===== src/rtl/mmio_pkg.sv =====
// Shared types and defaults for the MMIO arbiter.
// State encoding plus address/data widths and the decoded window size.
package mmio_pkg;

  localparam int MMIO_ADDR_W = 15;
  localparam int MMIO_DATA_W = 16;
  localparam int MMIO_WINDOW = 32;

  typedef enum logic [1:0] {
    IDLE   = 2'd0,
    ACCESS = 2'd1,
    RESP   = 2'd2
  } state_e;

endpackage


===== src/rtl/mmio_arbiter_rr.sv =====
// Two-way round-robin selector.
// Grants the requester not granted last when both are asking.
module rr_arbiter2 (
  input  logic [1:0] req,
  input  logic       last,
  output logic [1:0] grant
);

  always_comb begin
    grant = 2'b00;
    unique case (req)
      2'b01:   grant = 2'b01;
      2'b10:   grant = 2'b10;
      2'b11:   grant = last ? 2'b01 : 2'b10;
      default: grant = 2'b00;
    endcase
  end

endmodule


===== src/rtl/mmio_arbiter.sv =====
// Arbitrates CPU and debug-bridge accesses onto one MMIO decoder port.
// One access in flight: accept, drive the decoder, then respond.
module mmio_arbiter
  import mmio_pkg::*;
#(
  parameter int ADDR_W = MMIO_ADDR_W,
  parameter int DATA_W = MMIO_DATA_W,
  parameter int WINDOW = MMIO_WINDOW
) (
  input  logic                clk,
  input  logic                rst_n,
  input  logic [1:0]          req_valid,
  input  logic [1:0]          req_we,
  input  logic [2*ADDR_W-1:0] req_addr,
  input  logic [2*DATA_W-1:0] req_wdata,
  output logic [1:0]          req_ready,
  output logic [1:0]          rsp_valid,
  output logic [DATA_W-1:0]   rsp_rdata,
  output logic                rsp_err,
  output logic [ADDR_W-1:0]   mmio_addr,
  output logic                mmio_we,
  output logic [DATA_W-1:0]   mmio_wdata,
  input  logic [DATA_W-1:0]   mmio_rdata,
  output logic                busy
);

  localparam logic [ADDR_W-1:0] WIN_A = ADDR_W'(WINDOW);

  state_e              state_q, state_d;
  logic                last_q, last_d;
  logic                gnt_q, gnt_d;
  logic [ADDR_W-1:0]   addr_q, addr_d;
  logic                we_q, we_d;
  logic [DATA_W-1:0]   wdata_q, wdata_d;
  logic [DATA_W-1:0]   rdata_q, rdata_d;
  logic                err_q, err_d;

  logic [1:0]          grant;
  logic                in_range;

  rr_arbiter2 u_rr (
    .req   (req_valid),
    .last  (last_q),
    .grant (grant)
  );

  assign in_range = addr_q < WIN_A;

  always_comb begin
    state_d = state_q;
    last_d  = last_q;
    gnt_d   = gnt_q;
    addr_d  = addr_q;
    we_d    = we_q;
    wdata_d = wdata_q;
    rdata_d = rdata_q;
    err_d   = err_q;
    unique case (state_q)
      IDLE: begin
        if (|req_valid) begin
          state_d = ACCESS;
          gnt_d   = grant[1];
          last_d  = grant[1];
          addr_d  = grant[1] ? req_addr[2*ADDR_W-1:ADDR_W]
                             : req_addr[ADDR_W-1:0];
          wdata_d = grant[1] ? req_wdata[2*DATA_W-1:DATA_W]
                             : req_wdata[DATA_W-1:0];
          we_d    = grant[1] ? req_we[1] : req_we[0];
        end
      end
      ACCESS: begin
        state_d = RESP;
        rdata_d = (!we_q && in_range) ? mmio_rdata : '0;
        err_d   = !in_range;
      end
      RESP:    state_d = IDLE;
      default: state_d = IDLE;
    endcase
  end

  always_ff @(posedge clk or negedge rst_n) begin
    if (!rst_n) begin
      state_q <= IDLE;
      last_q  <= 1'b1;
      gnt_q   <= 1'b0;
      addr_q  <= '0;
      we_q    <= 1'b0;
      wdata_q <= '0;
      rdata_q <= '0;
      err_q   <= 1'b0;
    end else begin
      state_q <= state_d;
      last_q  <= last_d;
      gnt_q   <= gnt_d;
      addr_q  <= addr_d;
      we_q    <= we_d;
      wdata_q <= wdata_d;
      rdata_q <= rdata_d;
      err_q   <= err_d;
    end
  end

  // Decoded from state so an async reset drops the strobes at once.
  assign req_ready  = (state_q == IDLE) ? grant : 2'b00;
  assign mmio_we    = (state_q == ACCESS) && we_q && in_range;
  assign mmio_addr  = addr_q;
  assign mmio_wdata = wdata_q;
  assign rsp_valid  = (state_q == RESP) ? (gnt_q ? 2'b10 : 2'b01)
                                        : 2'b00;
  assign rsp_rdata  = rdata_q;
  assign rsp_err    = err_q;
  assign busy       = state_q != IDLE;

endmodule


===== config.mk =====
export PLATFORM = sky130hd
export DESIGN_NAME = mmio_arbiter
export DESIGN_NICKNAME = d
export VERILOG_FILES = /design/src/rtl/mmio_pkg.sv /design/src/rtl/mmio_arbiter_rr.sv /design/src/rtl/mmio_arbiter.sv
export SDC_FILE = /design/constraint.sdc
export NUM_CORES = 1
export LEC_CHECK = 0
export CAP_MARGIN = 20
export CORE_MARGIN = 3
export CORE_UTILIZATION = 38
export CTS_BUF_LIST = sky130_fd_sc_hd__clkbuf_16
export CTS_CLUSTER_DIAMETER = 120
export DETAILED_ROUTE_END_ITERATION = 7
export HOLD_SLACK_MARGIN = 0.03
export PLACE_DENSITY = 0.8
export SYNTH_ARGS = -nofsm -noshare
export SYNTH_HDL_FRONTEND = slang
export SYNTH_SLANG_ARGS = --single-unit
export TNS_END_PERCENT = 5

===== constraint.sdc =====
create_clock -name clk -period 1.95 [get_ports clk]
set_clock_uncertainty 0.15 [all_clocks]
set_input_delay 0.39 -clock clk [delete_from_list [all_inputs] [get_ports clk]]
set_output_delay 0.39 -clock clk [all_outputs]
set_load 0.02 [all_outputs]

After elaboration in Yosys (flattened, before gate mapping)
Index checks and enable logic that the tools add are counted.
{ "word_totals": {"mem_bits_ro": 0, "reg_bits": 53, "in_bits": 84, "mem_count": 0, "output_inout_bits": 54, "ramBits": 0, "word_cells": 35, "latch_bits": 0} }
{ "op_classes": {"reduce_logical": 9, "n_shift": 0, "n_div": 0, "eq_ne": 6, "n_mux": 11, "n_lt_le_gt_ge": 1, "multipliers": 0, "addsub": 0, "bitwise": 0} }
{ "ops": {"columns": ["cell", "n"], "rows": [
  ["16-bit 2-to-1 mux", 2],
  ["15-bit by 6-bit < comparator with 1-bit output (second input constant)", 1],
  ["15-bit 2-to-1 mux", 1],
  ["2-bit 2-to-1 mux", 5],
  ["2-bit == test (second input constant)", 3],
  ["2-bit case mux with 3 select lines", 1],
  ["2-bit by 1-bit == test with 1-bit output (second input constant)", 2],
  ["2-bit case mux with 2 select lines", 1],
  ["1-bit logical AND", 3],
  ["1-bit zero test", 2],
  ["2-bit zero test", 1],
  ["2-bit != test (second input constant)", 1],
  ["2-bit AND reduction", 1],
  ["2-bit nonzero test", 1],
  ["2-bit OR reduction", 1],
  ["1-bit 2-to-1 mux", 1]
]} }

Longest topological paths before layout
Gate-level depths: netlist of run 1.
{ "logic_depth": {"word_depth": 3, "mapped_depth": 5, "depth_no_buf": 4} }

By module
Synthesis of run 1 repeated with hierarchy kept, for this count alone.
{ "hier_totals": {"cells_unflattened": 167, "area_unflattened_um2": 2423.6} }
{ "modules_own_cells": {"columns": ["module", "seq_area_each_um2", "area_each_um2", "cells_each", "instances"], "rows": [
  ["mmio_arbiter", 1327.5, 2404.8, 164, 1],
  ["rr_arbiter2", 0.0, 18.8, 3, 1]
]} }

Least setup slack after synthesis of run 1
Ideal clock, no wire load.
{ "synth_path": {"path_type": "flip-flop to output port", "from": "reg last_q", "to": "out req_ready[0]", "arrival_time_ns": 1.317, "setup_slack_ns": 0.093, "path_buffers": 2, "required_ns": 1.410, "stages_incl_launch_ff": 6, "path_cell_list": "dfstp_2 > nand2b_1 > buf_2 > buf_2 > nand2_1 > nor2_1"} }
{ "synth_via": {"elab_chain_len": 3} }
{ "synth_lines": {"columns": ["element", "line", "text"], "rows": [
  ["from (decl)", "mmio_arbiter.sv:30", "logic last_q, last_d;"],
  ["from (signal assigned)", "mmio_arbiter.sv:93", "last_q <= last_d;"],
  ["2-bit 2-to-1 mux", "mmio_arbiter_rr.sv:14", "2'b11: grant = last ? 2'b01 : 2'b10;"],
  ["2-bit case mux with 3 select lines", "mmio_arbiter_rr.sv:11", "unique case (req)"],
  ["2-bit 2-to-1 mux", "mmio_arbiter.sv:104", "assign req_ready = (state_q == IDLE) ? grant : 2'b00;"],
  ["to (decl)", "mmio_arbiter.sv:16", "output logic [1:0] req_ready,"]
]} }
Every way passes these cells.

Worst setup path after layout of run 1
{ "layout_path": {"from": "reg addr_q[14] (netlist: mmio_addr[14])", "to": "out mmio_we"} }
{ "layout_via": {"elab_chain_len": 2} }
{ "layout_lines": {"columns": ["element", "line", "text"], "rows": [
  ["from (decl)", "mmio_arbiter.sv:32", "logic [ADDR_W-1:0] addr_q, addr_d;"],
  ["from (signal assigned)", "mmio_arbiter.sv:95", "addr_q <= addr_d;"],
  ["15-bit by 6-bit < comparator with 1-bit output", "mmio_arbiter.sv:47", "assign in_range = addr_q < WIN_A;"],
  ["1-bit logical AND", "mmio_arbiter.sv:105", "assign mmio_we = (state_q == ACCESS) && we_q && in_range;"],
  ["to (decl)", "mmio_arbiter.sv:21", "output logic mmio_we,"]
]} }
Every way passes these cells.

==> out/qor.txt, run 1 <==
Worst Path Required: 1.41 ns
Post-synth EDFFs: 0
Hold Crit Endpoint: rsp_rdata[2]
Hold WS: 0.355 ns
Most common cell in the netlist: dfrtp_1
Top cells by count, synth: 52 x dfrtp_1, 35 x nor2_1, 34 x a21oi_1
Initial core utilization: 40.0%
Total number of vias: 2547
Synth area leaders: dfrtp_1 54%, o31ai_1 9.9%, a21oi_1 7.0%, o21ai_0 6.6%, a22o_1 5.8%
Arrival @ worst endpoint: 1.44 ns
Failing checks: setup timing
Antenna-violating nets left: 0
Crit start category: flop
CP Class: flop to primary output
Longest Clk Path Bufs: 2
Pwr Total: 5490 µW
Highest ir drop seen on vdd: 0.730 mV
Hold_sp: rsp_rdata[2]
Unrepaired setup endpoints after global routing: true
FF+latch count, synth: 53
Crit path max-delay family: simple AND/OR/NAND/NOR gates
First-pass DRT Iterations: 4
Ys Warns: 0
Critical path's slowest cell: dfrtp_1
Sw power: 2150 µW
Combinational cell fraction of total power: 53.0%
Total of max-cap violations: 0
Leakage power: 0.00186 µW
Reg2reg start: state_q[1]
Vias per cell: 5.35
Max stage delay on crit path: 0.43 ns
Int Power: 3340 µW
Crit path capture type: primary output
Ys async rst share: 100%
Vias in the first global route: 2431
Final worst-path setup slack: -0.0324 ns
Tightest Pin Transition: 0.682 ns
Die ar.: 0.00737 mm²
Power density over cell area: 1290 mW/mm²
Period minus WS final: 1.98 ns
Fin. Hold Viols: 0
Seq pwr share: 31.8%
Ports: 138
Area Growth Syn to Fin: 75.5%
Max Clock Freq: 504 MHz
Cts bufs inserted: 5
Die height: 85.9 µm
DIE WIDTH: 85.9 µm
Outcome: complete, but fails checks
Residual DRC: 0
Share of the synthesized area in the top cell type: 53.7%
Final HPWL DP: 5690 µm
Post-Syn Area: 0.00242 mm²
Largest net degree at the start of global routing: 54
IO Port Bufs: 137
Hold Path Stages: 1
R2R cell count: 7
Slew Limit Fails: 0
CTS sink cnt: 53
Routed WL per cell: 16.4 µm
Final nets: 485
Final setup violation count: 1
Final Cycle Share: 102%
Max-slew headroom: 54.5%
Drt total wl: 7810 µm
Cell taking the most area after synthesis: dfrtp_1
Clock transition at path regs: 0.07 ns
TritonCTS clock tree: done
Fin Setup TNS: -0.0324 ns
Crit Reg-Reg Endpoint: mmio_addr[7]
DRT iter0 DRCs: 107
Sw Share: 39.2%
Mean Syn Cell Area: 9.85 µm²
H-Tree Depth: 2
# diodes: 0
Root Buffer: clkbuf_16
Clock Latency Late Sink: 0.29 ns
RePlAce Congestion: 0.776
Main synth FF type: dfrtp_1
Clock share of power: 15.2%
R2R Setup Slk: 0.30 ns
GRT overflow: 0
CP Buf/Inv Count: 1
First-pass GRT wire length: 12200 µm
Layout cells sized above 1: 15.0%
Cell count after synthesis: 246
Std-Cell Rows: 28
Setup repair bufs after CTS: 0
Crit Path Max Fanout: 2
Antenna violations before repair: 0
Min-delay worst type: flop to flop
Core area: 0.00606 mm²
Unique masters post-synth: 28
Seq/Total Area, Yosys: 54.8%
Syn_nets: 330
Cell breakdown of the critical path: nor4_4, nand3_4, nor2_4, buf_6
GRT Overall Usage: 20.5%
worst register-to-register path: cells and delay by family, from the launching register on:
family	cells	cell delay [ns]
AOI/OAI and AO/OA	2	0.29
buffers and inverters	4	0.49
DFF	1	0.44
and+or+nand+nor	1	0.14
stage by stage:
step	utilization (%)	cell area (µm²)	setup slack (ns)	instances
floorplan	-	2420	0.0928	246
global placement	66.6	4040	-0.494	468
detailed placement	66.6	4040	-0.605	468
CTS	68.9	4180	-0.122	476
global route	70.2	4250	-0.118	476
finish	70.2	4250	-0.0324	476
metal layers:
metal  part of all wire [%]  up-vias  track usage [%]
met3                    6.7       12             5.00
met4                    2.1        0             6.04
met1                     42     1236             26.2
met5                      0        -                0
met2                     49       94             34.6
li1                       -     1205                -
area by class of cell:
class / count / area (µm²)
flip-flops and latches: 53 / 1330
fillers: 495 / 1810
clock buffers: 5 / 125
multi-input cells: 165 / 1030
clock inverters: 2 / 11.3
repair buffers: 172 / 1650
well taps: 75 / 93.8
inverters: 4 / 15.0
sequential cells by signal (all words and copies together), names as in the netlist:
signal / flops
last_q: 1
we_q: 1
rsp_rdata: 16
rsp_err: 1
mmio_wdata: 16
state_q: 2
gnt_q: 1
mmio_addr: 15
cell families (layout without fill, tap and decap cells):
family,Yosys count,count (layout),synth area share [%]
AO/OA/AOI/OAI,119,119,31.1
flip-flops,53,53,54.8
AND/OR/NAND/NOR,46,46,8.72
buffers and inverters,28,183,5.42
what timing repair did:
item                       4_1_cts  5_1_grt
cloned                           0        0
setup endpoints to repair       38        7
resized for setup               20       23
hold buffers                     1        0
pin swaps                        2        2
hold endpoints to repair        52        0
cell usage in the layout, fill, tap and decap left out, drive strengths merged, types with 2 or more instances in the layout:
master,netlist,routed
clkdlybuf4s50,0,122
dfrtp,52,52
buf,17,39
nor2,36,36
a21oi,34,34
o21ai,33,33
o31ai,32,32
a22o,16,16
dlymetal6s2s,0,7
clkbuf,7,5
inv,4,4
nand2b,2,2
clkdlybuf4s15,0,2
nor4,2,2
power by group through the flow:
stage	logic, µW	clock network, µW	registers, µW
detailed placement	2910	0	1730
floorplan	988	0	2120
global route	3120	902	1800
global placement	2860	0	1710
CTS	2890	851	1710
finish	2910	835	1750
worst max-delay path by stage:
stage                   end           from  cells after the start  slack, ns
2_1_floorplan  req_ready[0]         last_q                      5       0.09
6_report            mmio_we  mmio_addr[14]                      4      -0.03
3_5_place_dp   mmio_addr[6]   req_valid[0]                      5      -0.60
4_1_cts        req_ready[0]   req_valid[1]                      5      -0.12
5_1_grt             mmio_we  mmio_addr[12]                      5      -0.12
3_3_place_gp   req_ready[0]   req_valid[0]                      5      -0.49
(Power assumes the default switching activity.)
==> run 2, diff against run 1 <==
--- a/config.mk
+++ b/config.mk
@@ -5,7 +5,7 @@
 export SDC_FILE = /design/constraint.sdc
 export NUM_CORES = 1
 export LEC_CHECK = 0
-export CAP_MARGIN = 20
+export CAP_MARGIN = 15
 export CORE_MARGIN = 3
 export CORE_UTILIZATION = 38
 export CTS_BUF_LIST = sky130_fd_sc_hd__clkbuf_16
==> results of run 2 <==
Final layout, timing and power as in run 1 (identical DEF).
